File: src/rtl/divide_and_round_arbiter_if.sv
// Bundle of the requester, flush and divider-side signals of divide_and_round_arbiter.
// slave: the arbiter's view. master: the environment (requesters plus divider).
interface divide_and_round_arbiter_if #(
    parameter int N_REQ     = 3,
    parameter int IN_WIDTH  = 12,
    parameter int OUT_WIDTH = 9
);
    // Requester handshake: a sample moves on a rising edge where
    // req_valid[i] & req_ready[i]. At most one ready bit is set per cycle.
    // Results come back with a one-cycle, one-hot res_valid and no back-pressure.
    logic [N_REQ-1:0]          req_valid;
    logic [N_REQ-1:0]          req_ready;
    logic [N_REQ*IN_WIDTH-1:0] req_data;
    logic                      flush;
    logic                      flush_done;
    logic                      busy;
    logic                      dr_en;
    logic [IN_WIDTH-1:0]       dr_in;
    logic [OUT_WIDTH-1:0]      dr_out;
    logic [N_REQ-1:0]          res_valid;
    logic [OUT_WIDTH-1:0]      res_data;

    modport slave (
        input  req_valid, req_data, flush, dr_out,
        output req_ready, flush_done, busy, dr_en, dr_in, res_valid, res_data
    );

    modport master (
        output req_valid, req_data, flush, dr_out,
        input  req_ready, flush_done, busy, dr_en, dr_in, res_valid, res_data
    );
endinterface

File: src/rtl/divide_and_round_arbiter.sv
// divide_and_round_arbiter: shares one divide_and_round pipeline among N_REQ
// requesters. It grants one sample per cycle and tags each sample with its
// owner. Each result returns on a shared bus with a one-hot valid. A
// flush/drain sequencer quiesces the pipeline.
// Optional macro DIVROUND_ARB_RR_EN: round-robin arbitration. When it is not
// defined, the lowest requester index always wins.
module divide_and_round_arbiter #(
    parameter int N_REQ     = 3,
    parameter int IN_WIDTH  = 12,
    parameter int OUT_WIDTH = 9,
    parameter int PIPE_LAT  = 5
) (
    input  logic                      clk,
    input  logic                      rst,
    divide_and_round_arbiter_if.slave bus,
    output logic                      o_dbg_state
);
    localparam int IDW = (N_REQ > 1) ? $clog2(N_REQ) : 1;
    localparam int CW  = $clog2(PIPE_LAT + 1);

    typedef enum logic {ST_RUN = 1'b0, ST_DRAIN = 1'b1} state_t;

    state_t               r_state;
    state_t               w_state_next;
    logic                 w_grant_ok;
    logic                 w_found;
    logic [IDW-1:0]       w_grant_id;
    logic [N_REQ-1:0]     w_ready;
    logic                 w_accept;
    logic [IN_WIDTH-1:0]  w_dr_in;
    logic                 w_dr_en;
    logic [PIPE_LAT-1:0]  r_tag_v;
    logic [IDW-1:0]       r_tag_id [PIPE_LAT];
    logic                 w_retire;
    logic                 w_drained;
    logic [CW-1:0]        r_inflight;
    logic [N_REQ-1:0]     w_res_onehot;
    logic [N_REQ-1:0]     r_res_valid;
    logic [OUT_WIDTH-1:0] r_res_data;
    logic                 r_flush_done;
    logic                 w_busy;

`ifdef DIVROUND_ARB_RR_EN
    logic [IDW-1:0]       r_last_grant;

    // Round-robin search that starts one past the last accepted requester.
    always_comb begin
        w_found    = 1'b0;
        w_grant_id = '0;
        for (int k = 1; k <= N_REQ; k++) begin
            if (!w_found && bus.req_valid[IDW'((int'(r_last_grant) + k) % N_REQ)]) begin
                w_found    = 1'b1;
                w_grant_id = IDW'((int'(r_last_grant) + k) % N_REQ);
            end
        end
    end

    // The pointer moves only on an accept. Its reset value lets requester 0 win first.
    always_ff @(posedge clk) begin
        if (rst) begin
            r_last_grant <= IDW'(N_REQ - 1);
        end else if (w_accept) begin
            r_last_grant <= w_grant_id;
        end
    end
`else
    // Fixed priority: the lowest index with a valid sample wins.
    always_comb begin
        w_found    = 1'b0;
        w_grant_id = '0;
        for (int k = 0; k < N_REQ; k++) begin
            if (!w_found && bus.req_valid[IDW'(k)]) begin
                w_found    = 1'b1;
                w_grant_id = IDW'(k);
            end
        end
    end
`endif

    // One-hot grant. Held at 0 in reset, while draining, and in any flush cycle.
    always_comb begin
        w_ready = '0;
        if (w_grant_ok && w_found) begin
            w_ready[w_grant_id] = 1'b1;
        end
    end

    assign w_accept = |(bus.req_valid & w_ready);

    // Route the granted requester's sample to the divider. Use 0 when nothing is granted.
    always_comb begin
        w_dr_in = '0;
        for (int i = 0; i < N_REQ; i++) begin
            if (w_accept && (w_grant_id == IDW'(i))) begin
                w_dr_in = bus.req_data[i*IN_WIDTH +: IN_WIDTH];
            end
        end
    end

    // The divider runs whenever something is in it or entering it, so no result stalls.
    assign w_dr_en  = !rst && (w_accept || (r_inflight != '0));
    assign w_retire = w_dr_en && r_tag_v[PIPE_LAT-1];
    assign w_drained = (r_inflight == '0) && (r_tag_v == '0);

    // Tag pipeline mirrors the divider stages: {valid, owner id} per stage.
    always_ff @(posedge clk) begin
        if (rst) begin
            r_tag_v <= '0;
            for (int s = 0; s < PIPE_LAT; s++) begin
                r_tag_id[s] <= '0;
            end
        end else if (w_dr_en) begin
            r_tag_v[0]  <= w_accept;
            r_tag_id[0] <= w_grant_id;
            for (int s = 1; s < PIPE_LAT; s++) begin
                r_tag_v[s]  <= r_tag_v[s-1];
                r_tag_id[s] <= r_tag_id[s-1];
            end
        end
    end

    // Decode the owner of the retiring sample into the one-hot result valid.
    always_comb begin
        w_res_onehot = '0;
        w_res_onehot[r_tag_id[PIPE_LAT-1]] = 1'b1;
    end

    // Register each retiring result. res_valid is one cycle wide and res_data holds its value.
    always_ff @(posedge clk) begin
        if (rst) begin
            r_res_valid <= '0;
            r_res_data  <= '0;
        end else begin
            r_res_valid <= w_retire ? w_res_onehot : '0;
            if (w_retire) begin
                r_res_data <= bus.dr_out;
            end
        end
    end

    // Count samples in flight. An accept and a retire in the same cycle cancel.
    always_ff @(posedge clk) begin
        if (rst) begin
            r_inflight <= '0;
        end else if (w_accept && !w_retire) begin
            r_inflight <= r_inflight + CW'(1);
        end else if (!w_accept && w_retire) begin
            r_inflight <= r_inflight - CW'(1);
        end
    end

    // FSM state register.
    always_ff @(posedge clk) begin
        if (rst) begin
            r_state <= ST_RUN;
        end else begin
            r_state <= w_state_next;
        end
    end

    // FSM next state. flush moves RUN to DRAIN. An empty pipeline returns DRAIN to RUN.
    always_comb begin
        w_state_next = r_state;
        case (r_state)
            ST_RUN:   if (bus.flush) w_state_next = ST_DRAIN;
            ST_DRAIN: if (w_drained) w_state_next = ST_RUN;
            default:  w_state_next = ST_RUN;
        endcase
    end

    // FSM outputs: grant permission and busy.
    always_comb begin
        w_grant_ok = !rst && (r_state == ST_RUN) && !bus.flush;
        w_busy     = (r_inflight != '0) || (r_state == ST_DRAIN);
    end

    // Pulse flush_done on the edge that leaves DRAIN.
    always_ff @(posedge clk) begin
        if (rst) begin
            r_flush_done <= 1'b0;
        end else begin
            r_flush_done <= (r_state == ST_DRAIN) && w_drained;
        end
    end

    assign bus.req_ready  = w_ready;
    assign bus.dr_en      = w_dr_en;
    assign bus.dr_in      = w_dr_in;
    assign bus.res_valid  = r_res_valid;
    assign bus.res_data   = r_res_data;
    assign bus.flush_done = r_flush_done;
    assign bus.busy       = w_busy;
    assign o_dbg_state    = r_state;
endmodule
File: src/flat_wrapper.sv
// flat-port wrapper written by rule: the top's interface ports become plain ports
module divide_and_round_arbiter_flat 
#(
    parameter int N_REQ     = 3,
    parameter int IN_WIDTH  = 12,
    parameter int OUT_WIDTH = 9,
    parameter int PIPE_LAT  = 5
)
  (clk, rst, o_dbg_state, bus_req_valid, bus_req_data, bus_flush, bus_dr_out, bus_req_ready, bus_flush_done, bus_busy, bus_dr_en, bus_dr_in, bus_res_valid, bus_res_data);
  divide_and_round_arbiter_if #(.N_REQ(N_REQ), .IN_WIDTH(IN_WIDTH), .OUT_WIDTH(OUT_WIDTH)) bus_i ();
  input  logic clk;
  input  logic rst;
  output logic o_dbg_state;
  input wire logic [$bits(bus_i.req_valid)-1:0] bus_req_valid;
  input wire logic [$bits(bus_i.req_data)-1:0] bus_req_data;
  input wire logic [$bits(bus_i.flush)-1:0] bus_flush;
  input wire logic [$bits(bus_i.dr_out)-1:0] bus_dr_out;
  output wire logic [$bits(bus_i.req_ready)-1:0] bus_req_ready;
  output wire logic [$bits(bus_i.flush_done)-1:0] bus_flush_done;
  output wire logic [$bits(bus_i.busy)-1:0] bus_busy;
  output wire logic [$bits(bus_i.dr_en)-1:0] bus_dr_en;
  output wire logic [$bits(bus_i.dr_in)-1:0] bus_dr_in;
  output wire logic [$bits(bus_i.res_valid)-1:0] bus_res_valid;
  output wire logic [$bits(bus_i.res_data)-1:0] bus_res_data;
  assign bus_i.req_valid = bus_req_valid;
  assign bus_i.req_data = bus_req_data;
  assign bus_i.flush = bus_flush;
  assign bus_i.dr_out = bus_dr_out;
  assign bus_req_ready = bus_i.req_ready;
  assign bus_flush_done = bus_i.flush_done;
  assign bus_busy = bus_i.busy;
  assign bus_dr_en = bus_i.dr_en;
  assign bus_dr_in = bus_i.dr_in;
  assign bus_res_valid = bus_i.res_valid;
  assign bus_res_data = bus_i.res_data;
  divide_and_round_arbiter #(.N_REQ(N_REQ), .IN_WIDTH(IN_WIDTH), .OUT_WIDTH(OUT_WIDTH), .PIPE_LAT(PIPE_LAT)) u_core (.clk(clk), .rst(rst), .bus(bus_i), .o_dbg_state(o_dbg_state));
endmodule
File: config.mk
export PLATFORM = sky130hd
export DESIGN_NAME = divide_and_round_arbiter_flat
export DESIGN_NICKNAME = d
export VERILOG_FILES = /design/src/rtl/divide_and_round_arbiter_if.sv /design/src/rtl/divide_and_round_arbiter.sv /design/src/flat_wrapper.sv
export SDC_FILE = /design/constraint.sdc
export NUM_CORES = 1
export LEC_CHECK = 0
export CAP_MARGIN = 20
export CORE_MARGIN = 2
export CORE_UTILIZATION = 35
export CTS_CLUSTER_SIZE = 30
export DETAILED_ROUTE_END_ITERATION = 10
export PLACE_DENSITY = 0.81
export SETUP_SLACK_MARGIN = 0.05
export SYNTH_ARGS = -nofsm -noshare
export SYNTH_HDL_FRONTEND = slang
export SYNTH_SLANG_ARGS = --single-unit
File: constraint.sdc
create_clock -name clk -period 3 [get_ports clk]
set_input_delay 0.45 -clock clk [delete_from_list [all_inputs] [get_ports clk]]
set_output_delay 0.45 -clock clk [all_outputs]
set_load 0.01 [all_outputs]
==> impl_metrics.py <==
metrics = {
    "pwr": {
        "ir_drop_mv": 0.2201,
        "p_leak_nw": 0.7849,
        "p_int_uw": 587.6,
        "power_frac_seq_pct": 49.6,
        "combPwrFrac_pct": 25.1,
        "sw_frac_of_total_pct": 24.54,
        "power_density_nw_per_um2": 369.4,
        "p_clk_share_pct": 25.4,
        "netSwitchingPower_uw": 191.1,
    },
    "hold_path": {
        "hold_path.startpoint": "u_core.r_tag_id[0][8]$_SDFFCE_PN0P_",
        "hold_depth": 1,
        "min_path_type": "register to register",
    },
    "placement": {
        "place_congestion": 0.7314,
        "port_buffers": 66,
        "hpwlAfterDp_mm": 2.631,
        "pre_cts_slack_ns": 0.02187,
    },
    "global_route": {
        "grt_usage_pct": 15.44,
        "grt_max_degree": 35,
        "grt_pass1_vias": 1211,
        "grt_pass1_wl_mm": 5.216,
        "antenna_found_initial": 0,
        "grt_overflow_total": 0,
    },
    "worst_setup_path": {
        "cp.required_ns": 2.55,
        "worst-endpoint-arrival_ns": 2.39,
        "crit_path_start_kind": "primary input",
        "crit_path_end_kind": "output pin",
        "reg2reg_depth": 9,
        "r2r_start": "u_core.r_inflight[0]$_SDFFE_PP0P_",
        "path_class": "primary input to output pin",
        "crit_start": "rst",
        "crit_fanout": 13,
    },
    "cts": {
        "cts_buffers": 3,
        "htreeDepth": 1,
        "path_clk_slew_ns": 0.08,
        "holdBufCountCts": 0,
        "cts_tree": "built",
        "cts-resized-gates": 0,
        "insertion_delay_ns": 0.27,
        "cts_setup_buffers": 0,
        "cts-root-buf": "clkbuf_8",
        "cts_num_sinks": 26,
        "clk_path_buf_depth": 2,
    },
    "synth": {
        "syn_area_per_cell_um2": 10.50,
        "synthDistinctLibCells": 32,
        "synth_seq_cells": 26,
        "yosysSeqAreaShare_pct": 43.14,
        "yosysTopAreaCell": "dfxtp_1",
        "synthCells": 126,
        "synth_area_leaders": "dfxtp_1, nand2b_1, edfxtp_1",
        "synth.top_cell.area_share_pct": 31.79,
        "syn-cell-area_um2": 1323,
        "ys_warn_count": 0,
    },
    "timing": {
        "finalSetupViolCount": 0,
        "maxSlewViolCount": 0,
        "fmax_mhz": 352.3,
        "worst_clock_skew_ns": 0.004540,
        "setup_ws_ns": 0.1614,
        "worstMarginPinSlew_ns": 0.6818,
        "hold_violations": 0,
        "rsz0062_at_grt": "no",
        "fin_crit_ns": 2.839,
        "tns_ns": 0,
        "relSlewSlack_pct": 54.07,
        "fin_crit_sh_pct": 94.62,
    },
    "routing": {
        "finalWirelength_mm": 3.257,
        "drc_errors": 0,
        "vias": 1192,
        "wire_per_inst_um": 13.35,
        "drt_iter0_markers": 31,
        "dr.pass1.iters": 4,
        "final_antenna_net_count": 0,
        "viasPerCell": 4.885,
    },
    "run_status": {
        "status": "completed",
    },
    "die": {
        "core_area_um2": 3633,
        "dieArea_um2": 4286,
        "num_rows": 22,
        "dieHeight_um": 65.47,
        "io_pins": 82,
        "initial_core_util_pct": 36.40,
        "die_w_um": 65.47,
    },
    "job": {
        "drv_cap": 0,
    },
    "cells_and_area": {
        "nFillCells": 315,
        "n_antenna_cell": 0,
        "drive_above_1_share_pct": 8.163,
        "area_growth_pct": 59.41,
        "nets": 250,
    },
}
## registers in the layout (all words and copies together) (netlist names)
register,cells
u_core.o_dbg_state,1
u_core.bus.res_valid,2
u_core.r_inflight,3
u_core.bus.flush_done,1
u_core.r_tag_id,5
u_core.bus.res_data,9
u_core.r_tag_v,5
## synthesized netlist by cell type (all sizes together)
master   number
ha            1
xor2          2
o21a          1
a22o         12
or3           3
nor4b         1
a21oi         1
a311oi        1
dfxtp        21
fa            1
nor4          1
nor3b         6
and3          1
inv           2
o2bb2ai       1
nor2          8
mux2i        14
nand2b       25
edfxtp        5
clkbuf        2
buf           8
conb          1
nor2b         1
a21o          1
nor3          2
o21ai         4
## layer usage
layer	vias to the layer above	GRT usage, %	wire [um]
met5	-	0	0
met4	0	4.427	23
met2	67	31.63	1635
met1	544	14.32	1202
li1	577	-	-
met3	4	4.623	396
## kinds of logic (layout without fill, tap and decap cells)
kind of cell	Yosys count	after routing	share of synthesized area [%]
multiplexers	14	14	10.60
buffers and inverters	12	81	5.771
adder cells (fa/ha/maj)	2	2	2.460
other	1	2	0.2835
XOR/XNOR	2	2	1.325
flip-flops	26	26	43.14
AND/OR/NAND/NOR	48	48	24.13
AO/OA/AOI/OAI	21	21	12.30
## cell type report
class	instances	area, um2	area share [%]
timing repair buffer	75	740.7	35.13
multi-input combinational	89	684.4	32.46
clock buffer	4	45.04	2.137
inverter	2	7.507	0.3561
tap	48	60.06	2.849
sequential	26	570.5	27.06
## worst paths after layout
kind                                             end  slack [ns]
setup reg to reg   u_core.r_inflight[2]$_SDFFE_PP0P_        0.50
hold / removal    u_core.bus.res_valid[0]$_SDFF_PP0_        0.46
hold reg to reg   u_core.bus.res_valid[0]$_SDFF_PP0_        0.46
setup / recovery                        bus_dr_in[3]        0.16
## per-stage QoR
step	hold WS, ns	area, um2	instances	total power [mW]	utilization (%)
global placement	0.4400	2058	240	0.5824	56.65
finish	0.4567	2108	244	0.7787	58.02
detailed placement	0.4471	2058	240	0.5905	56.65
global route	0.4708	2108	244	0.8177	58.02
CTS	0.4731	2103	244	0.7853	57.89
floorplan	0.4092	1326	127	0.4873	-
## cell usage in the layout (no fill, tap or decap)
cell,count
conb_1,2
a21o_1,1
nand2b_1,25
clkdlybuf4s50_1,66
a311oi_1,1
clkbuf_1,1
dfxtp_1,21
nor2_1,8
nor3b_1,4
xor2_1,2
or3_1,2
inv_1,2
a21oi_1,1
edfxtp_1,5
buf_12,1
o21a_1,1
buf_4,8
and3_1,1
nor3_1,2
ha_1,1
mux2i_1,14
nor2b_1,1
nor4b_4,1
fa_1,1
nor3b_2,1
o21ai_1,1
a22o_1,12
nor3b_4,1
or3_4,1
o21ai_0,3
o2bb2ai_1,1
clkbuf_8,3
nor4_1,1
## power groups by stage
stage / clock network, mW / logic (mW) / registers (mW)
2_1_floorplan: 0 / 0.0948 / 0.393
3_3_place_gp: 0 / 0.189 / 0.393
3_5_place_dp: 0 / 0.196 / 0.395
4_1_cts: 0.203 / 0.196 / 0.386
5_1_grt: 0.219 / 0.210 / 0.389
6_report: 0.197 / 0.195 / 0.386
## worst max-delay path: stages
cell,delay [ns]
clkdlybuf4s50_1,0.42
or3_4,0.43
nor3b_4,0.24
buf_12,0.16
a22o_1,0.15
clkdlybuf4s50_1,0.54
Power figures use the tool's default switching activity.
